`src/rtl/mini_src_pkg.sv`:
```
// Shared constants for the Mini SRC display path: digit count, blank pattern
// and the active-low hex-to-segment table ({g,f,e,d,c,b,a}, index = nibble).
package mini_src_pkg;

   localparam int DIGITS = 8;

   localparam logic [6:0] SEG_BLANK = 7'h7F;

   localparam logic [15:0][6:0] HEX_SEG = {
      7'h0E, 7'h06, 7'h21, 7'h46, 7'h03, 7'h08, 7'h10, 7'h00,
      7'h78, 7'h02, 7'h12, 7'h19, 7'h30, 7'h24, 7'h79, 7'h40
   };

endpackage

```
`src/rtl/hex_to_7seg.sv`:
```
// Combinational nibble to active-low seven-segment decoder; zero latency,
// no flow control.
module hex_to_7seg
   import mini_src_pkg::*;
(
   input  logic [3:0] nibble,
   output logic [6:0] seg_n
);

   assign seg_n = HEX_SEG[nibble];

endmodule

```
`src/rtl/out_port_display.sv`:
```
// Scans the output-port word onto eight multiplexed hex digits, one digit per
// CLK_DIV cycles; new data waits for a frame boundary and update is never refused.
module out_port_display
#(
   parameter int CLK_DIV = 50000,
   parameter int DIGITS  = 8
)
(
   input  logic              clock,
   input  logic              clear,
   input  logic [31:0]       OutPortData,
   input  logic              update,
   input  logic              blank_lz,
   input  logic [DIGITS-1:0] dp_mask,
   output logic [6:0]        seg_n,
   output logic              dp_n,
   output logic [DIGITS-1:0] an_n,
   output logic              frame
);
   import mini_src_pkg::SEG_BLANK;

   localparam int PW = $clog2(CLK_DIV);

   logic [PW-1:0] p;
   logic [2:0]    idx;
   logic [31:0]   disp;
   logic [31:0]   pend;
   logic          pv;

   logic          tick;
   logic          boundary;
   logic [2:0]    nidx;
   logic [31:0]   ndisp;
   logic [3:0]    nib;
   logic [6:0]    hex_seg;
   logic          lz;

   assign tick     = (p == PW'(CLK_DIV - 1));
   assign boundary = tick && (idx == 3'd7);
   assign nidx     = tick ? idx + 3'd1 : idx;

   // An update landing on the boundary edge bypasses pend and shows at once.
   always_comb begin
      ndisp = disp;
      if (boundary) begin
         if (update)
            ndisp = OutPortData;
         else if (pv)
            ndisp = pend;
      end
   end

   assign nib = ndisp[{nidx, 2'b00} +: 4];
   assign lz  = blank_lz && (nidx != 3'd0) && ((ndisp >> {nidx, 2'b00}) == 32'd0);

   hex_to_7seg u_hex (
      .nibble (nib),
      .seg_n  (hex_seg)
   );

   always_ff @(posedge clock) begin
      if (clear) begin
         p     <= '0;
         idx   <= 3'd7;
         disp  <= '0;
         pend  <= '0;
         pv    <= 1'b0;
         seg_n <= SEG_BLANK;
         dp_n  <= 1'b1;
         an_n  <= '1;
         frame <= 1'b0;
      end else begin
         p     <= tick ? '0 : p + PW'(1);
         idx   <= nidx;
         disp  <= ndisp;
         frame <= boundary;

         if (boundary)
            pv <= 1'b0;
         else if (update) begin
            pend <= OutPortData;
            pv   <= 1'b1;
         end

         // Outputs only move on a tick, so blank_lz/dp_mask changes wait for it.
         if (tick) begin
            if (lz) begin
               an_n  <= '1;
               seg_n <= SEG_BLANK;
               dp_n  <= 1'b1;
            end else begin
               an_n  <= ~(DIGITS'(1) << nidx);
               seg_n <= hex_seg;
               dp_n  <= ~dp_mask[nidx];
            end
         end
      end
   end

endmodule

```
`config.mk`:
```
export PLATFORM = sky130hd
export DESIGN_NAME = out_port_display
export DESIGN_NICKNAME = d
export VERILOG_FILES = /design/src/rtl/mini_src_pkg.sv /design/src/rtl/hex_to_7seg.sv /design/src/rtl/out_port_display.sv
export SDC_FILE = /design/constraint.sdc
export NUM_CORES = 1
export LEC_CHECK = 0
export ABC_CLOCK_PERIOD_IN_PS = 4700
export CORE_UTILIZATION = 57
export DETAILED_ROUTE_END_ITERATION = 10
export PLACE_DENSITY = 0.85
export SYNTH_ARGS = -nofsm -noshare
export SYNTH_HDL_FRONTEND = slang
export SYNTH_SLANG_ARGS = --single-unit
```
`constraint.sdc`:
```
create_clock -name clock -period 4.7 [get_ports clock]
set_input_delay 0.47 -clock clock [delete_from_list [all_inputs] [get_ports clock]]
set_output_delay 0.47 -clock clock [all_outputs]
set_load 0.1 [all_outputs]
```
### After elaboration in Yosys (flattened, before gate mapping)

Memories as Yosys holds them, arrays and structs flattened.
Cells that the tools add are included.

| storage, ports and cells | value |
|---|---|
| memories | 1 |
| bits in registers | 101 |
| logic and storage cells | 40 |
| ROM bits | 112 |
| output and inout port bits | 17 |
| bits of input ports | 44 |

Memories:

| name | depth | width | rd ports | clocked after memory_dff | write ports | line | text |
|---|---|---|---|---|---|---|---|
| (no name shown) | 16 | 7 | 1 | 0 | 0 | hex_to_7seg.sv:10 | `assign seg_n = HEX_SEG[nibble];` |

| cells by class | value |
|---|---|
| equal/unequal tests | 2 |
| magnitude comparators | 2 |
| $add $sub $neg | 2 |
| muxes and demuxes | 10 |
| shift operators | 3 |
| bitwise gates (word level) | 3 |
| reduce and logical (&&, ||, !) cells | 8 |

Operator list:

| kind | count |
|---|---|
| $mux 32 | 3 |
| $logic_not 32->1 | 1 |
| $shiftx 32x6->4 | 1 |
| $shr 32x5->32 | 1 |
| $add 16x1->16 const B | 1 |
| $eq 16x16->1 const B | 1 |
| $mux 7 | 2 |
| $mux 8 | 1 |
| $not 8->8 | 1 |
| $shl 1x3->8 const A | 1 |
| $lt 4x5->1 const B | 1 |
| $lt 3x4->1 const B | 1 |
| $reduce_or 2->1 | 2 |
| $add 3x1->3 const B | 1 |
| $bmux 1 s3 | 1 |
| $eq 3x3->1 const B | 1 |
| $logic_and 1x1->1 | 3 |
| $mux 3 | 1 |
| $reduce_bool 3->1 | 1 |
| $mux 1 | 2 |
| $not 1->1 | 2 |
| $reduce_and 2->1 | 1 |

### Depth between registers and ports, before layout

| depth | value |
|---|---|
| depth after elaboration | 7 |
| mapped depth | 21 |
| depth with buffers taken out | 16 |

### Modules after synthesis

A second synthesis with hierarchy kept.

| unflattened totals | value |
|---|---|
| cell total of the unflattened synthesis | 667 |
| area, all modules | 5550.3 µm² |

Modules (own cells, without submodules):

| module | cells an instance | seq. area each (µm²) | instances | area an instance (µm²) |
|---|---|---|---|---|
| out_port_display | 635 | 2021.9 | 1 | 5275.1 |
| hex_to_7seg | 32 | 0.0 | 1 | 275.3 |

### Worst setup path after synthesis

Ideal clock, no wire load.

| timing | value |
|---|---|
| path kind | register -> register |
| start point | register idx[1] |
| end point | register seg_n[1] |
| path buffers | 4 |
| arrival time | 3.936 ns |
| stages on the path, launching flop included | 21 |
| clock period less this slack | 4.007 ns |
| path slack | 0.693 ns |
| library setup time | 0.070 ns |
| cells stage by stage | dfxtp_1 > ha_1 > ha_1 > and4_1 > clkbuf_1 > and4_1 > buf_6 > buf_6 > mux2_2 > nor2_1 > nand2_1 > a31oi_1 > a21oi_1 > o221ai_1 > ha_1 > nand3_1 > or3_1 > o41ai_2 > o21ai_1 > buf_6 > a21oi_1 |

| on the way | value |
|---|---|
| word-level cells in the longest chain between the ends | 7 |
| elaborated cells between the ends (all ways) | 14 |

Ends and longest elaborated chain:

| item | line | text |
|---|---|---|
| from (decl) | out_port_display.sv:25 | `logic [2:0] idx;` |
| from (signal assigned) | out_port_display.sv:74 | `idx <= nidx;` |
| branches (longest 6 deep; another with $mem_v2 16x7) | n/a |  |
| $mux 7 (*) | out_port_display.sv:87 | `if (lz) begin` |
| to (signal assigned) | out_port_display.sv:93 | `seg_n <= hex_seg;` |
| to (decl) | out_port_display.sv:15 | `output logic [6:0] seg_n,` |

Mark *: on every way between the ends. The select of a mux whose other input is x is not followed.
A chain may end at the register's enable or synchronous reset.

### Worst setup path in the final report

| timing | value |
|---|---|
| start point | register idx[1] |
| end point | register seg_n[5] |

Same word-level chain as after synthesis.

==> summary.txt <==
CTS
  – Reg clk slew, reported paths: 0.10 ns
  – CTS buffer count: 9
  – Hold-fix buffer count after cts: 0
  – Clock insertion delay at the later pin of the skew report: 0.39 ns
  – # clock sinks: 101
  – Maximum buffer depth of the clock tree: 2
  – CTS tree: built
  – Cell chosen for the clock root: sky130_fd_sc_hd__clkbuf_8
  – Maximum level of the CTS H-tree: 3

Drt
  – Routed wire length: 15,100 um
  – First drt pass iteration count: 6
  – DRC viols: 0
  – Detail-routed net length per standard cell: 17.1 um
  – Average vias per placed instance: 6.05
  – Final antenna-violating net count: 0
  – Number of violations reported at the end of detailed-routing iteration 0: 351
  – Via count of the routed design: 5,349

Timing
  – Highest Clock Rate: 0.229 GHz
  – Setup repair after global routing missed its margin: false
  – Worst slew pin tran: 1.10 ns
  – Min cycle time layout: 4.37 ns
  – Final hold violation count: 0
  – Count of final max-slew check failures: 0
  – Fraction of the cycle the final worst path needs: 93.0%
  – Setup Total Neg Slack: 0 ns
  – Number of endpoints failing setup at the final stage: 0
  – Relative slew slack: 26.8%
  – Worst Skew: 0.0110 ns

Global route
  – Initial antenna violation count: 0
  – Aggregate global routing overflow: 0
  – Overall routing resource usage: 30.5%
  – Via count of the first global-routing pass: 5,112
  – Maximum number of pins on one net before global-route repair: 39
  – Global-route wire length before repair: 24,400 um

Die
  – Cell Rows: 35
  – Horizontal extent of the die: 101 um
  – DIE AREA: 10,300 um2
  – I/O pins: 61
  – Initial standard-cell utilization of the core: 59.7%
  – Floorplan die height: 101 um
  – Area of the core: 9420 um2

Synthesis
  – Syn Std Cell Area: 5620 um2
  – Leading post-synthesis cells by cell area: sky130_fd_sc_hd__dfxtp_1, sky130_fd_sc_hd__nand2_1, sky130_fd_sc_hd__nor2_1
  – Per-instance average area after synthesis: 7.95 um2
  – Synthesized instance count: 707
  – Post-synth ARST share: 0%
  – Number of enable-type register cells in the synthesized netlist: 0
  – Synthesized net count: 760
  – Total of flip-flops plus latches after synthesis: 101
  – Most used flip-flop cell after synthesis: sky130_fd_sc_hd__dfxtp_1
  – Synthesis Warnings: 0
  – Seq/Total Area, Yosys: 36.0%
  – Synth top area share: 36.0%
  – Netlist cell types: 71
  – Area leader, netlist: sky130_fd_sc_hd__dfxtp_1

Worst hold path
  – Hold-critical path depth: 2
  – Min-Delay Endpoint: pend[18]$_SDFFE_PP0P_
  – Hold Path Origin: pend[18]$_SDFFE_PP0P_
  – Class of the worst hold path: flop to flop

Worst setup path
  – Type of the worst setup path: flop to flop
  – Cell family with the largest share of critical-path delay: simple AND/OR/NAND/NOR gates
  – CP max-delay cell: sky130_fd_sc_hd__dfxtp_1
  – Buffers and inverters on the worst path: 0
  – Reg-to-reg endpoint: seg_n[5]$_SDFFE_PP1N_
  – Nature of the critical path startpoint: flop
  – Peak per-stage delay on the critical path: 0.41 ns
  – Flop2flop setup slack: 0.33 ns
  – Worst-path maximum fanout: 11
  – Cell chain of the critical path: ha_1 -> ha_1 -> and4_2 -> and4_2 -> mux2_2 -> nor2_1 -> nand2_1 -> a31oi_1 -> a21oi_1 -> o221ai_1 -> ha_1 -> nand3_1 -> or3_1 -> o41ai_2 -> o21ai_2 -> a21oi_1
  – Crit end category: flop
  – Length in cells of the worst reg-to-reg path: 16
  – Arrival time at the worst endpoint: 4.69 ns
  – R2r startpoint: idx[1]$_SDFF_PP1_
  – CP most frequent cell: sky130_fd_sc_hd__ha_1
  – Critical Path RT: 5.01 ns

Place
  – Final estimated routing congestion in global placement: 0.950
  – Count of buffers from port buffering: 60
  – DP HPWL: 11,100 um
  – Dpl cell area: 6300 um2

Final layout
  – Relative area change from synthesis to final layout: 16.3%
  – Ratio of cells with drive above 1 in the final layout: 10.6%
  – Net count reported at finish: 803
  – Count of inserted antenna diode cells: 0
  – Post-route standard cell area excluding fillers: 6530 um2

Run
  – Count of max-cap constraint violations: 0

Pwr
  – Areal power density over the cells: 250 nW/um2
  – Peak supply drop: 0.281 mV
  – Leak pwr: 0.00261 uW

Status
  – Outcome: completed
-- cell usage after synthesis (10+ instances only) --
cell type,number
sky130_fd_sc_hd__a21oi_1,57
sky130_fd_sc_hd__a31oi_1,16
sky130_fd_sc_hd__and3_1,14
sky130_fd_sc_hd__clkbuf_1,30
sky130_fd_sc_hd__dfxtp_1,101
sky130_fd_sc_hd__inv_1,14
sky130_fd_sc_hd__mux2i_1,29
sky130_fd_sc_hd__nand2_1,119
sky130_fd_sc_hd__nand2b_1,10
sky130_fd_sc_hd__nand3_1,24
sky130_fd_sc_hd__nor2_1,91
sky130_fd_sc_hd__o21ai_0,27
-- cells in the final DEF, fill, tap and decap left out, types with 8 or more instances in the layout --
cell,count
sky130_fd_sc_hd__nand2b_1,10
sky130_fd_sc_hd__buf_4,25
sky130_fd_sc_hd__nor3_1,8
sky130_fd_sc_hd__a21oi_1,56
sky130_fd_sc_hd__a21oi_2,10
sky130_fd_sc_hd__clkbuf_8,9
sky130_fd_sc_hd__inv_1,14
sky130_fd_sc_hd__nor2_1,90
sky130_fd_sc_hd__ha_1,9
sky130_fd_sc_hd__xor2_1,8
sky130_fd_sc_hd__mux2i_1,29
sky130_fd_sc_hd__o21ai_0,27
sky130_fd_sc_hd__nand2_1,119
sky130_fd_sc_hd__dfxtp_1,101
sky130_fd_sc_hd__nand3_1,24
sky130_fd_sc_hd__clkdlybuf4s50_1,59
sky130_fd_sc_hd__a31oi_1,16
sky130_fd_sc_hd__and3_1,14
-- flip-flops by register name (all words and copies together) (netlist names) --
register	cells
idx	3
pv	1
disp	32
frame	1
pend	32
seg_n	7
dp_n	1
an_n	8
p	16
-- layout make-up --
type / instances / area [um2]
multi-input combinational: 539 / 3300
clock inverter: 6 / 86.3
tap: 129 / 161
inverter: 14 / 52.6
timing repair buffer: 85 / 783
sequential: 101 / 2020
clock buffer: 10 / 128
fill: 771 / 2880
-- through the flow --
| step | util [%] | power, uW | setup WS, ns | hold slack [ns] | std cells |
|---|---|---|---|---|---|
| 2_1_floorplan | - | 978 | 0.693 | 0.426 | 707 |
| 3_3_place_gp | 66.9 | 1040 | 0.413 | 0.437 | 868 |
| 3_5_place_dp | 66.9 | 1040 | 0.158 | 0.447 | 868 |
| 4_1_cts | 69.2 | 1640 | 0.0903 | 0.461 | 884 |
| 5_1_grt | 69.4 | 1690 | 0.0539 | 0.477 | 884 |
| 6_report | 69.4 | 1640 | 0.328 | 0.461 | 884 |
-- worst reg2reg max path, stage by stage, from the launching register on --
cell	delay [ns]
sky130_fd_sc_hd__dfxtp_1	0.41
sky130_fd_sc_hd__ha_1	0.19
sky130_fd_sc_hd__ha_1	0.15
sky130_fd_sc_hd__and4_2	0.34
sky130_fd_sc_hd__and4_2	0.40
sky130_fd_sc_hd__mux2_2	0.37
sky130_fd_sc_hd__nor2_1	0.24
sky130_fd_sc_hd__nand2_1	0.09
sky130_fd_sc_hd__a31oi_1	0.24
sky130_fd_sc_hd__a21oi_1	0.06
sky130_fd_sc_hd__o221ai_1	0.24
sky130_fd_sc_hd__ha_1	0.26
sky130_fd_sc_hd__nand3_1	0.12
sky130_fd_sc_hd__or3_1	0.34
sky130_fd_sc_hd__o41ai_2	0.37
sky130_fd_sc_hd__o21ai_2	0.26
sky130_fd_sc_hd__a21oi_1	0.21
-- power by group --
group / internal, uW / switching [uW] / total (uW)
Sequential: 873 / 12.3 / 885
Clock: 300 / 313 / 613
Combinational: 64.9 / 73.5 / 138
Total: 1240 / 398 / 1640
-- cell families after synthesis --
group / Yosys count / synth area share [%]
and+or+nand+nor: 302 / 25.0
adders and majority gates: 9 / 2.00
buffers and inverters: 67 / 5.81
xor gates and xnor gates: 15 / 2.67
AOI/OAI and AO/OA: 174 / 20.8
muxes: 39 / 7.70
DFF: 101 / 36.0
-- timing repair --
item                       4_1_cts  5_1_grt
buffers inserted                 0        0
gates resized for setup          0        6
setup endpoints to repair        0       11
-- metal layers --
metal | GRT usage (%) | share of wire (%) | vias up
li1 | - | - | 2565
met1 | 36.5 | 43 | 2558
met2 | 53.3 | 49 | 186
met3 | 6.07 | 5.1 | 40
met4 | 13.3 | 2.9 | 0
met5 | 0 | 0 | -
-- worst max path at each step --
stage,cells after the start,to,from
after floorplan,20,seg_n[1]$_SDFFE_PP1N_,idx[1]$_SDFF_PP1_
after global placement,16,seg_n[5]$_SDFFE_PP1N_,idx[1]$_SDFF_PP1_
after detailed placement,17,seg_n[5]$_SDFFE_PP1N_,idx[1]$_SDFF_PP1_
after CTS,17,seg_n[5]$_SDFFE_PP1N_,idx[1]$_SDFF_PP1_
after global routing,14,seg_n[5]$_SDFFE_PP1N_,p[6]$_SDFF_PP0_
final,16,seg_n[5]$_SDFFE_PP1N_,idx[1]$_SDFF_PP1_
Power figures use the tool's default switching activity.
